--- config.mk ---
export PLATFORM = sky130hd
export DESIGN_NAME = mux2_rr_merge
export DESIGN_NICKNAME = d
export VERILOG_FILES = /design/src/rtl/mux2_rr_merge.sv
export SDC_FILE = /design/constraint.sdc
export NUM_CORES = 1
export LEC_CHECK = 0
export CORE_UTILIZATION = 37
export DETAILED_ROUTE_END_ITERATION = 8
export PLACE_DENSITY = 0.74
export SYNTH_ARGS = -nofsm -noshare
export SYNTH_HDL_FRONTEND = slang
export SYNTH_SLANG_ARGS = --single-unit
--- constraint.sdc ---
create_clock -name CK -period 6.1 [get_ports CK]
set_input_delay 1.22 -clock CK [delete_from_list [all_inputs] [get_ports CK]]
set_output_delay 1.22 -clock CK [all_outputs]
set_load 0.02 [all_outputs]
--- src/rtl/mux2_rr_merge.sv ---
// -----------------------------------------------------------------------------
// mux2_rr_merge
//   Two-channel round-robin merge with a registered output stage. Words from
//   A0 and A1 (valid/ready streams) are arbitrated and registered onto Z. SL
//   carries the source index of the word held in Z, so a downstream 2:1 mux
//   array stays aligned with Z. In packet mode a grant is held until a LAST
//   beat, and a beat-count watchdog forces a release on runaway packets.
//
// Ports
//   CK                       clock, rising edge
//   RN                       asynchronous active-low reset
//   A0, A0_VALID, A0_LAST    channel 0 data / valid / last beat
//   A0_READY                 channel 0 accept (combinational)
//   A1, A1_VALID, A1_LAST    channel 1 data / valid / last beat
//   A1_READY                 channel 1 accept (combinational)
//   Z, Z_VALID, Z_LAST       registered output data / valid / last
//                            (Z_LAST is also set on a forced release)
//   Z_READY                  downstream accept
//   SL                       registered source index of Z (0 = A0, 1 = A1)
//   LOCKED                   high while a packet grant is held
//   ERR                      one-cycle pulse on a watchdog forced release
// -----------------------------------------------------------------------------
module mux2_rr_merge #(
    parameter int WIDTH       = 32,
    parameter int PACKET_MODE = 1,
    parameter int MAX_BEATS   = 16,
    parameter int CNT_W       = 5
) (
    input  logic             CK,
    input  logic             RN,
    input  logic [WIDTH-1:0] A0,
    input  logic             A0_VALID,
    input  logic             A0_LAST,
    output logic             A0_READY,
    input  logic [WIDTH-1:0] A1,
    input  logic             A1_VALID,
    input  logic             A1_LAST,
    output logic             A1_READY,
    output logic [WIDTH-1:0] Z,
    output logic             Z_VALID,
    output logic             Z_LAST,
    input  logic             Z_READY,
    output logic             SL,
    output logic             LOCKED,
    output logic             ERR
);

    typedef enum logic [1:0] {
        IDLE  = 2'd0,
        LOCK0 = 2'd1,
        LOCK1 = 2'd2
    } state_t;

    localparam logic [CNT_W-1:0] CNT_LIMIT = CNT_W'(MAX_BEATS - 1);
    localparam logic [CNT_W-1:0] CNT_ONE   = CNT_W'(1);

    state_t           state, state_nxt;
    logic             pri, pri_nxt;
    logic [CNT_W-1:0] cnt, cnt_nxt;
    logic             locked_nxt;

    logic             ld;
    logic             gnt;
    logic             gnt_vld;
    logic             sel_valid;
    logic             sel_last;
    logic [WIDTH-1:0] sel_data;
    logic             xfer;
    logic             forced;

    // The output register can take a new word when it is empty or being drained.
    assign ld = !Z_VALID || Z_READY;

    // Grant, handshake and next-state logic.
    // NOTE: every signal written here gets a default first, so no path leaves
    // one unassigned and no latch is inferred.
    always_comb begin
        gnt        = 1'b0;
        gnt_vld    = 1'b0;
        state_nxt  = state;
        pri_nxt    = pri;
        cnt_nxt    = cnt;
        locked_nxt = LOCKED;
        forced     = 1'b0;

        unique case (state)
            IDLE: begin
                if (A0_VALID && A1_VALID) begin
                    gnt_vld = 1'b1;
                    gnt     = pri;
                end else if (A0_VALID) begin
                    gnt_vld = 1'b1;
                    gnt     = 1'b0;
                end else if (A1_VALID) begin
                    gnt_vld = 1'b1;
                    gnt     = 1'b1;
                end
            end
            // A locked grant stalls the other channel even while the owner
            // has no word to offer; bubbles are accepted for that.
            LOCK0: begin
                gnt_vld = 1'b1;
                gnt     = 1'b0;
            end
            LOCK1: begin
                gnt_vld = 1'b1;
                gnt     = 1'b1;
            end
            default: begin
                gnt_vld = 1'b0;
                gnt     = 1'b0;
            end
        endcase

        sel_valid = gnt ? A1_VALID : A0_VALID;
        sel_last  = gnt ? A1_LAST  : A0_LAST;
        sel_data  = gnt ? A1       : A0;

        A0_READY = ld && gnt_vld && !gnt && RN;
        A1_READY = ld && gnt_vld &&  gnt && RN;
        xfer     = ld && gnt_vld && sel_valid && RN;

        if (xfer) begin
            if (state == IDLE) begin
                if ((PACKET_MODE != 0) && !sel_last) begin
                    state_nxt  = gnt ? LOCK1 : LOCK0;
                    cnt_nxt    = CNT_ONE;
                    locked_nxt = 1'b1;
                end else begin
                    pri_nxt = ~gnt;
                end
            end else if (sel_last || (cnt == CNT_LIMIT)) begin
                // Packet end, either real or forced by the watchdog. The
                // counter cannot pass CNT_LIMIT, so it never wraps.
                forced     = !sel_last;
                state_nxt  = IDLE;
                pri_nxt    = ~gnt;
                cnt_nxt    = '0;
                locked_nxt = 1'b0;
            end else begin
                cnt_nxt = cnt + CNT_ONE;
            end
        end
    end

    // Control state registers.
    // NOTE: sequential state uses non-blocking assignments so every register
    // samples the pre-edge values regardless of statement order.
    always_ff @(posedge CK or negedge RN) begin
        if (!RN) begin
            state  <= IDLE;
            pri    <= 1'b0;
            cnt    <= '0;
            LOCKED <= 1'b0;
            ERR    <= 1'b0;
        end else begin
            state  <= state_nxt;
            pri    <= pri_nxt;
            cnt    <= cnt_nxt;
            LOCKED <= locked_nxt;
            ERR    <= forced;
        end
    end

    // Output stage: load on transfer, drain when emptied without a refill,
    // hold Z/Z_LAST/SL otherwise.
    always_ff @(posedge CK or negedge RN) begin
        if (!RN) begin
            Z       <= '0;
            Z_VALID <= 1'b0;
            Z_LAST  <= 1'b0;
            SL      <= 1'b0;
        end else if (xfer) begin
            Z       <= sel_data;
            Z_LAST  <= sel_last || forced;
            SL      <= gnt;
            Z_VALID <= 1'b1;
        end else if (ld) begin
            Z_VALID <= 1'b0;
        end
    end

endmodule

; ---- Word level (Yosys, flattened, before mapping)
; Index checks and enable logic that the tools add are counted.
[classes]
div = 0
n_reduce_logical = 21
n_lt_le_gt_ge = 0
n_eq_ne = 5
mul = 0
addsub = 1
n_mux = 28
shifts = 0
bitwise_logic = 1
[ops]
columns = cell, n
row1 = 32-bit two-way mux, 1
row2 = 1-bit two-way mux, 18
row3 = 5-bit two-way mux, 3
row4 = 1-bit logical AND, 8
row5 = 2-bit two-way mux, 4
row6 = 3-bit AND reduction, 2
row7 = 5-bit by 1-bit adder with 5-bit output (second input constant), 1
row8 = 5-bit by 4-bit == test with 1-bit output (second input constant), 1
row9 = 2-bit != test (second input constant), 2
row10 = 1-bit case mux with 2 select lines, 2
row11 = 2-bit nonzero test, 2
row12 = 1-bit logical NOT, 3
row13 = 1-bit logical OR, 3
row14 = 2-bit by 1-bit == test with 1-bit output (second input constant), 1
row15 = 2-bit == test (second input constant), 1
row16 = 2-bit logical NOT, 1
row17 = 2-bit AND reduction, 1
row18 = 2-bit OR reduction, 1
row19 = 1-bit NOT, 1
[totals]
ramBits = 0
rom_bits = 0
latchBits = 0
output_inout_bits = 39
memories = 0
regBits = 45

; ---- Depth between registers and ports, before layout
; Gate-level depths: netlist of the first run.
[logic_depth]
word_depth = 10
depth_mapped = 10
depth_no_buf = 8

; ---- Least setup slack after synthesis of the first run
; Ideal clock, no wire load.
[synth_timing]
path_type = input -> output
startpoint = in A0_VALID
endpoint = out A1_READY
arrival_time_ps = 2020
path_slack_ps = 2860
path_buffers = 2
cell_stages = 5
required_time_ps = 4880
cell_sequence = nand2b_2 a31oi_1 buf_6 buf_2 nor2_1
[synth_via]
elab_chain_len = 6
[synth_lines]
columns = item, line
row1 = "start, declared", 32  ; input logic A0_VALID,
row2 = 1-bit two-way mux / 1-bit logical AND (equally long branches), "91, 88"
row3 = 1-bit two-way mux, 88  ; if (A0_VALID && A1_VALID) begin
row4 = 1-bit case mux with 2 select lines, 86  ; unique case (state)
row5 = 1-bit logical AND, 120  ; A1_READY = ld && gnt_vld && gnt && RN;
row6 = 1-bit logical AND * (2 in a row), 120
row7 = "end, declared", 38  ; output logic A1_READY,
; Mark *: on every way between the ends. The rest lies on a longest branch, timed or not.

; ---- Worst setup path after layout of the first run
[layout_timing]
startpoint = in A1_VALID
endpoint = out A1_READY
[layout_via]
elab_chain_len = 7
[layout_lines]
columns = item, line
row1 = "start, declared", 36  ; input logic A1_VALID,
row2 = 1-bit two-way mux, 94  ; end else if (A1_VALID) begin
row3 = 1-bit two-way mux, 91  ; end else if (A0_VALID) begin
row4 = 1-bit two-way mux, 88
row5 = 1-bit case mux with 2 select lines, 86
row6 = 1-bit logical AND, 120
row7 = 1-bit logical AND * (2 in a row), 120
; Marks and branches as above.

==> results.yml, run 1 <==
die:
  fp.dieW_um: 81.0
  boundaryPins: 110
  die_h_um: 81.0
  rows: 28
  die-area_mm2: 0.00657
  start_util_pct: 38.8
  coreArea_mm2: 0.00596
global_routing:
  antenna_found_initial: 0
  gr-usage-met3_pct: 6.07
  grt_pass1_vias: 2028
  overflow: 0
  grt_usage_pct: 18.2
  grt_pass1_wl_um: 9160
  grt_max_degree: 76
  grt_use_met1_pct: 21.4
  met2_usage_pct: 31.2
  grt_busiest_layer: "met2"
drt:
  wl_um: 5400
  via_per_inst: 4.92
  post_drt_wl_per_cell_um: 13.2
  drt-pass1-iter-count: 4
  via_count: 2016
  drt-initial-drc-count: 61
  antenna_left: 0
  drc: 0
synth:
  synth_edf_count: 0
  synth_most_common_cell: "dfrtp_1"
  syn_area_mm2: 0.00231
  synthArstFlopShare_pct: 100
  synth_cell_types: 38
  avgSynthCellArea_um2: 10.1
  yosys_warnings: 0
  netlist.area_leader.share_pct: 48.7
  ys_ff_latch: 45
  synthCells: 229
  seq_area_frac_synth_pct: 48.7
  synthTopCellsByArea: "dfrtp_1 49%, mux2i_1 15%, o21ai_0 8.4%, nand2_1 6.0%, ha_1 3.2%"
  netlist_top_cells_count: "45 x dfrtp_1, 39 x o21ai_0, 37 x nand2_1"
  synthFlopType: "dfrtp_1"
  yosysTopAreaCell: "dfrtp_1"
  syn_nets: 306
critical_path:
  arrival_ns: 3.01
  rr_endpoint: "cnt[2]$_DFFE_PN0P_"
  crit_fanout: 6
  required_ns: 4.88
  r2r-start: "state[0]$_DFFE_PN0P_"
  crit_path_start_kind: "input pin"
  r2r_slack_ns: 3.43
  ff2ff_path_depth: 7
  endpoint_kind: "primary output"
  worstSetupPathType: "in2out"
cells_and_area:
  antenna_cells: 0
  finalNonFillerCells: 410
  register_area_mm2: 0.00113
  nNetsFinal: 411
  fin_area_mm2: 0.00355
  drive_gt1_share_pct: 5.37
  post-route-util_pct: 59.6
  area_delta_synth_final_pct: 53.7
  multi_input_area_mm2: 0.00110
  fillers: 542
hold_path:
  hold_end: "Z[3]$_DFFE_PN0P_"
  hold_depth: 2
  min_path_type: "reg2reg"
  worstHoldStart: "Z[3]$_DFFE_PN0P_"
timing:
  finalCritPeriodShare_pct: 69.3
  finClkSkew_ns: 0.00656
  worst_slack_ns: 1.87
  maxSlewViolCount: 0
  finalHoldViolations: 0
  setup_viol: 0
  min_period_ns: 4.23
  max_slew.worst_pin.slew_ns: 1.10
  relSlewSlack_pct: 27.0
  max_freq_ghz: 0.236
  hold_ws_ns: 0.482
  setup-tns-final_ns: 0
  rsz0062_at_grt: "no"
cts:
  clockBufferDepth: 2
  cts.sinks: 45
  cts_tree: "yes"
  cts_setup_buffers: 0
  root_buffer: "clkbuf_8"
  postCtsHoldBufs: 0
  clk_latency_ns: 0.30
  path_clk_slew_ns: 0.08
  cts_inserted_buffers: 5
  htreeDepth: 2
  cts_resized: 0
place:
  dp_slack_ns: 1.88
  dp_hpwl_um: 3990
  dpl-instance-area_mm2: 0.00345
  placed_cells: 402
  gp_congestion: 0.773
  portBuffers: 109
power:
  p_leak_nw: 1.72
  finalPower_mw: 1.46
  peakVddDrop_v: 0.000209
  powerDensity_mw_per_mm2: 410
outcome:
  outcome: "finished clean"
flow_run:
  maxCapViolCount: 0
[cell usage in the layout (no fill, tap or decap), drive strengths merged, types with 3 or more instances in the layout]
master / count
a21oi: 6
nor2: 5
nand2b: 6
o21ai: 39
inv: 7
clkbuf: 7
a31oi: 3
dfrtp: 45
buf: 3
clkdlybuf4s50: 108
mux2i: 34
nand2: 37
ha: 6
[metal layers]
layer,vias to the layer above,part of all wire [%]
li1,1020,-
met1,919,42
met2,70,49
met3,7,7.6
met4,0,1.2
met5,-,0
[worst max-delay path, cell delays in order]
cell and delay (ns):
clkdlybuf4s50_1 0.62, o21a_1 0.20, o2111ai_2 0.16, nor2_1 0.18, clkdlybuf4s50_1 0.63
[state kept, by name, indices dropped and copies added (netlist names)]
signal   flops
Z_VALID      1
Z_LAST       1
ERR          1
SL           1
state        2
cnt          5
LOCKED       1
pri          1
Z           32
[cells by family after synthesis]
| kind of cell | share of synthesized area (%) |
|---|---|
| AOI/OAI and AO/OA | 17.8 |
| adders and majority gates | 3.25 |
| buffers and inverters | 4.22 |
| DFF | 48.7 |
| muxes | 15.4 |
| and+or+nand+nor | 10.6 |
[power breakdown]
part	switching, mW	total (mW)	internal [mW]
clock	0.0963	0.199	0.102
sequential	0.0743	0.500	0.426
combinational	0.392	0.758	0.366
total	0.562	1.46	0.894
[how the worst max path moves through the flow]
stage | startpoint | to | slack [ns] | cells after the start
2_1_floorplan | A0_VALID | A1_READY | 2.86 | 5
3_3_place_gp | A1_VALID | A1_READY | 1.89 | 5
3_5_place_dp | A1_VALID | A1_READY | 1.88 | 5
4_1_cts | A1_VALID | A1_READY | 1.86 | 5
5_1_grt | A1_VALID | A1_READY | 1.75 | 5
6_report | A1_VALID | A1_READY | 1.87 | 5
[layout make-up]
type	instances	area share, %
sequential	45	31.7
multi-input combinational	164	31.1
timing repair buffer	111	31.0
clock buffer	7	2.71
tap	75	2.64
inverter	7	0.740
clock inverter	1	0.141
No activity file was read; power rests on OpenSTA's default activity.
==> run 2: changes to the inputs <==
==> constraint.sdc (replaced) <==
create_clock -name CK -period 4.2 [get_ports CK]
set_input_delay 0.84 -clock CK [delete_from_list [all_inputs] [get_ports CK]]
set_output_delay 0.84 -clock CK [all_outputs]
set_load 0.02 [all_outputs]
==> run 2 against run 1 <==
Compared with the run above: sequential cell count stayed put; core utilization is 0.38 points higher; register-to-register slack worse by 1.8 ns; routed wire length is 2.0% higher; final cell count is 0.24% higher; critical path depth stayed put; clock power is 68% higher; largest cell class unchanged.
==> results.yml, run 2 (synthesis gave the netlist of run 1 again) <==
power:
  peakVddDrop_v: 0.000269
  switching_share_pct: 37.9
  p_seq_share_pct: 33.6
  p_int_mw: 1.35
  p_leak_nw: 1.73
  powerDensity_mw_per_mm2: 606
  p_comb_share_pct: 51.0
  switching_power_mw: 0.820
  p_clk_share_pct: 15.5
timing:
  relSlewSlack_pct: 41.5
  max_freq_ghz: 0.291
  setup_viol: 0
  worst_slack_ns: 0.766
  finalCritPeriodShare_pct: 81.8
  finalHoldViolations: 0
  finClkSkew_ns: 0.00975
  min_period_ns: 3.43
  rsz0062_at_grt: "no"
  maxSlewViolCount: 0
  max_slew.worst_pin.slew_ns: 0.855
  setup-tns-final_ns: 0
cts:
  clockBufferDepth: 2
  postCtsHoldBufs: 0
  htreeDepth: 2
  path_clk_slew_ns: 0.08
  root_buffer: "clkbuf_8"
  cts.sinks: 45
  clk_latency_ns: 0.30
  cts_tree: "yes"
  cts_resized: 0
  cts_setup_buffers: 0
  cts_inserted_buffers: 5
critical_path:
  arrival_ns: 2.59
  crit_fanout: 6
  crit_path_start_kind: "input pin"
  r2r_slack_ns: 1.64
  worstSetupPathType: "in2out"
  endpoint_kind: "primary output"
  rr_endpoint: "cnt[0]$_DFFE_PN0P_"
  r2r-start: "state[0]$_DFFE_PN0P_"
  ff2ff_path_depth: 7
  required_ns: 3.36
die:
  rows: 28
  fp.dieW_um: 81.0
  coreArea_mm2: 0.00596
  die-area_mm2: 0.00657
  die_h_um: 81.0
  start_util_pct: 38.8
  boundaryPins: 110
cells_and_area:
  mostFrequentLayoutCells: "108 x clkdlybuf4s50_1, 45 x dfrtp_1, 39 x o21ai_0, 37 x nand2_1, 34 x mux2i_1"
  largest_register_ffs: 32
  finalNonFillerCells: 411
  drive_gt1_share_pct: 5.36
  top_regs: "Z (32), cnt (5), state (2)"
  area_delta_synth_final_pct: 54.7
  regMostFlops: "Z"
  antenna_cells: 0
  final_common_cell: "clkdlybuf4s50_1"
  nNetsFinal: 412
drt:
  via_per_inst: 4.97
  top_layer: "met4"
  antenna_left: 0
  wl_met1_um: 2270
  drt-initial-drc-count: 80
  via_count: 2041
  drc: 0
  wl_um: 5510
  drt-pass1-iter-count: 4
  post_drt_wl_per_cell_um: 13.4
  dr_wl_met3_um: 422
  wl_met2_um: 2750
hold_path:
  min_path_type: "reg2reg"
  hold_depth: 2
  hold_end: "Z[1]$_DFFE_PN0P_"
  worstHoldStart: "Z[1]$_DFFE_PN0P_"
global_routing:
  grt_pass1_vias: 2053
  overflow: 0
  grt_max_degree: 46
  antenna_found_initial: 0
  grt_pass1_wl_um: 9330
  grt_usage_pct: 18.7
place:
  dp_hpwl_um: 4090
  portBuffers: 109
  gp_congestion: 0.794
  placed_cells: 403
  dp_slack_ns: 0.780
outcome:
  outcome: "finished clean"
flow_run:
  maxCapViolCount: 0
==> run 2: power groups by stage <==
stage                     Clock [mW]  Sequential, mW  Combinational [mW]
after floorplan                    0           0.919               0.431
after global placement             0           0.722                1.10
after detailed placement           0           0.732                1.12
after CTS                      0.346           0.728                1.12
after global routing           0.367           0.754                1.21
final                          0.335           0.727                1.10
==> run 2: cell type report <==
| type | instances | area [um2] |
|---|---|---|
| Timing Repair Buffer | 112 | 1110 |
| Clock buffer | 7 | 86.3 |
| Sequential cell | 45 | 1130 |
| Multi-Input combinational cell | 164 | 1100 |
| Fill cell | 558 | 2380 |
| Clock inverter | 1 | 30.0 |
| Inverter | 7 | 26.3 |
| Tap cell | 75 | 93.8 |
==> run 2: routing by layer <==
layer / global-route usage [%] / vias up
li1: - / 1021
met1: 22.5 / 944
met2: 31.3 / 69
met3: 6.40 / 7
met4: 5.71 / 0
met5: 0 / -
==> run 2: worst max-delay path, stage by stage <==
cell	delay, ns
clkdlybuf4s50_1	0.62
o21a_1	0.18
o2111ai_2	0.17
nor2_1	0.15
clkdlybuf4s50_1	0.63
==> run 2: worst max path at each step <==
stage	endpoint	startpoint	slack, ns	cells after the start
finish	A1_READY	A1_VALID	0.77	5
global placement	A1_READY	A1_VALID	0.78	5
CTS	A1_READY	A1_VALID	0.76	5
floorplan	A1_READY	A0_VALID	1.72	5
detailed placement	A1_READY	A1_VALID	0.78	5
global route	A1_READY	A1_VALID	0.70	5
==> run 2: metrics by stage <==
stage          power (mW)  hold slack (ns)  instance area [um2]  utilization [%]
2_1_floorplan        1.35            0.485                 2310                -
3_3_place_gp         1.82            0.460                 3460             58.1
3_5_place_dp         1.85            0.470                 3460             58.1
4_1_cts              2.19            0.488                 3570             60.0
5_1_grt              2.33            0.512                 3570             60.0
6_report             2.17            0.479                 3570             60.0
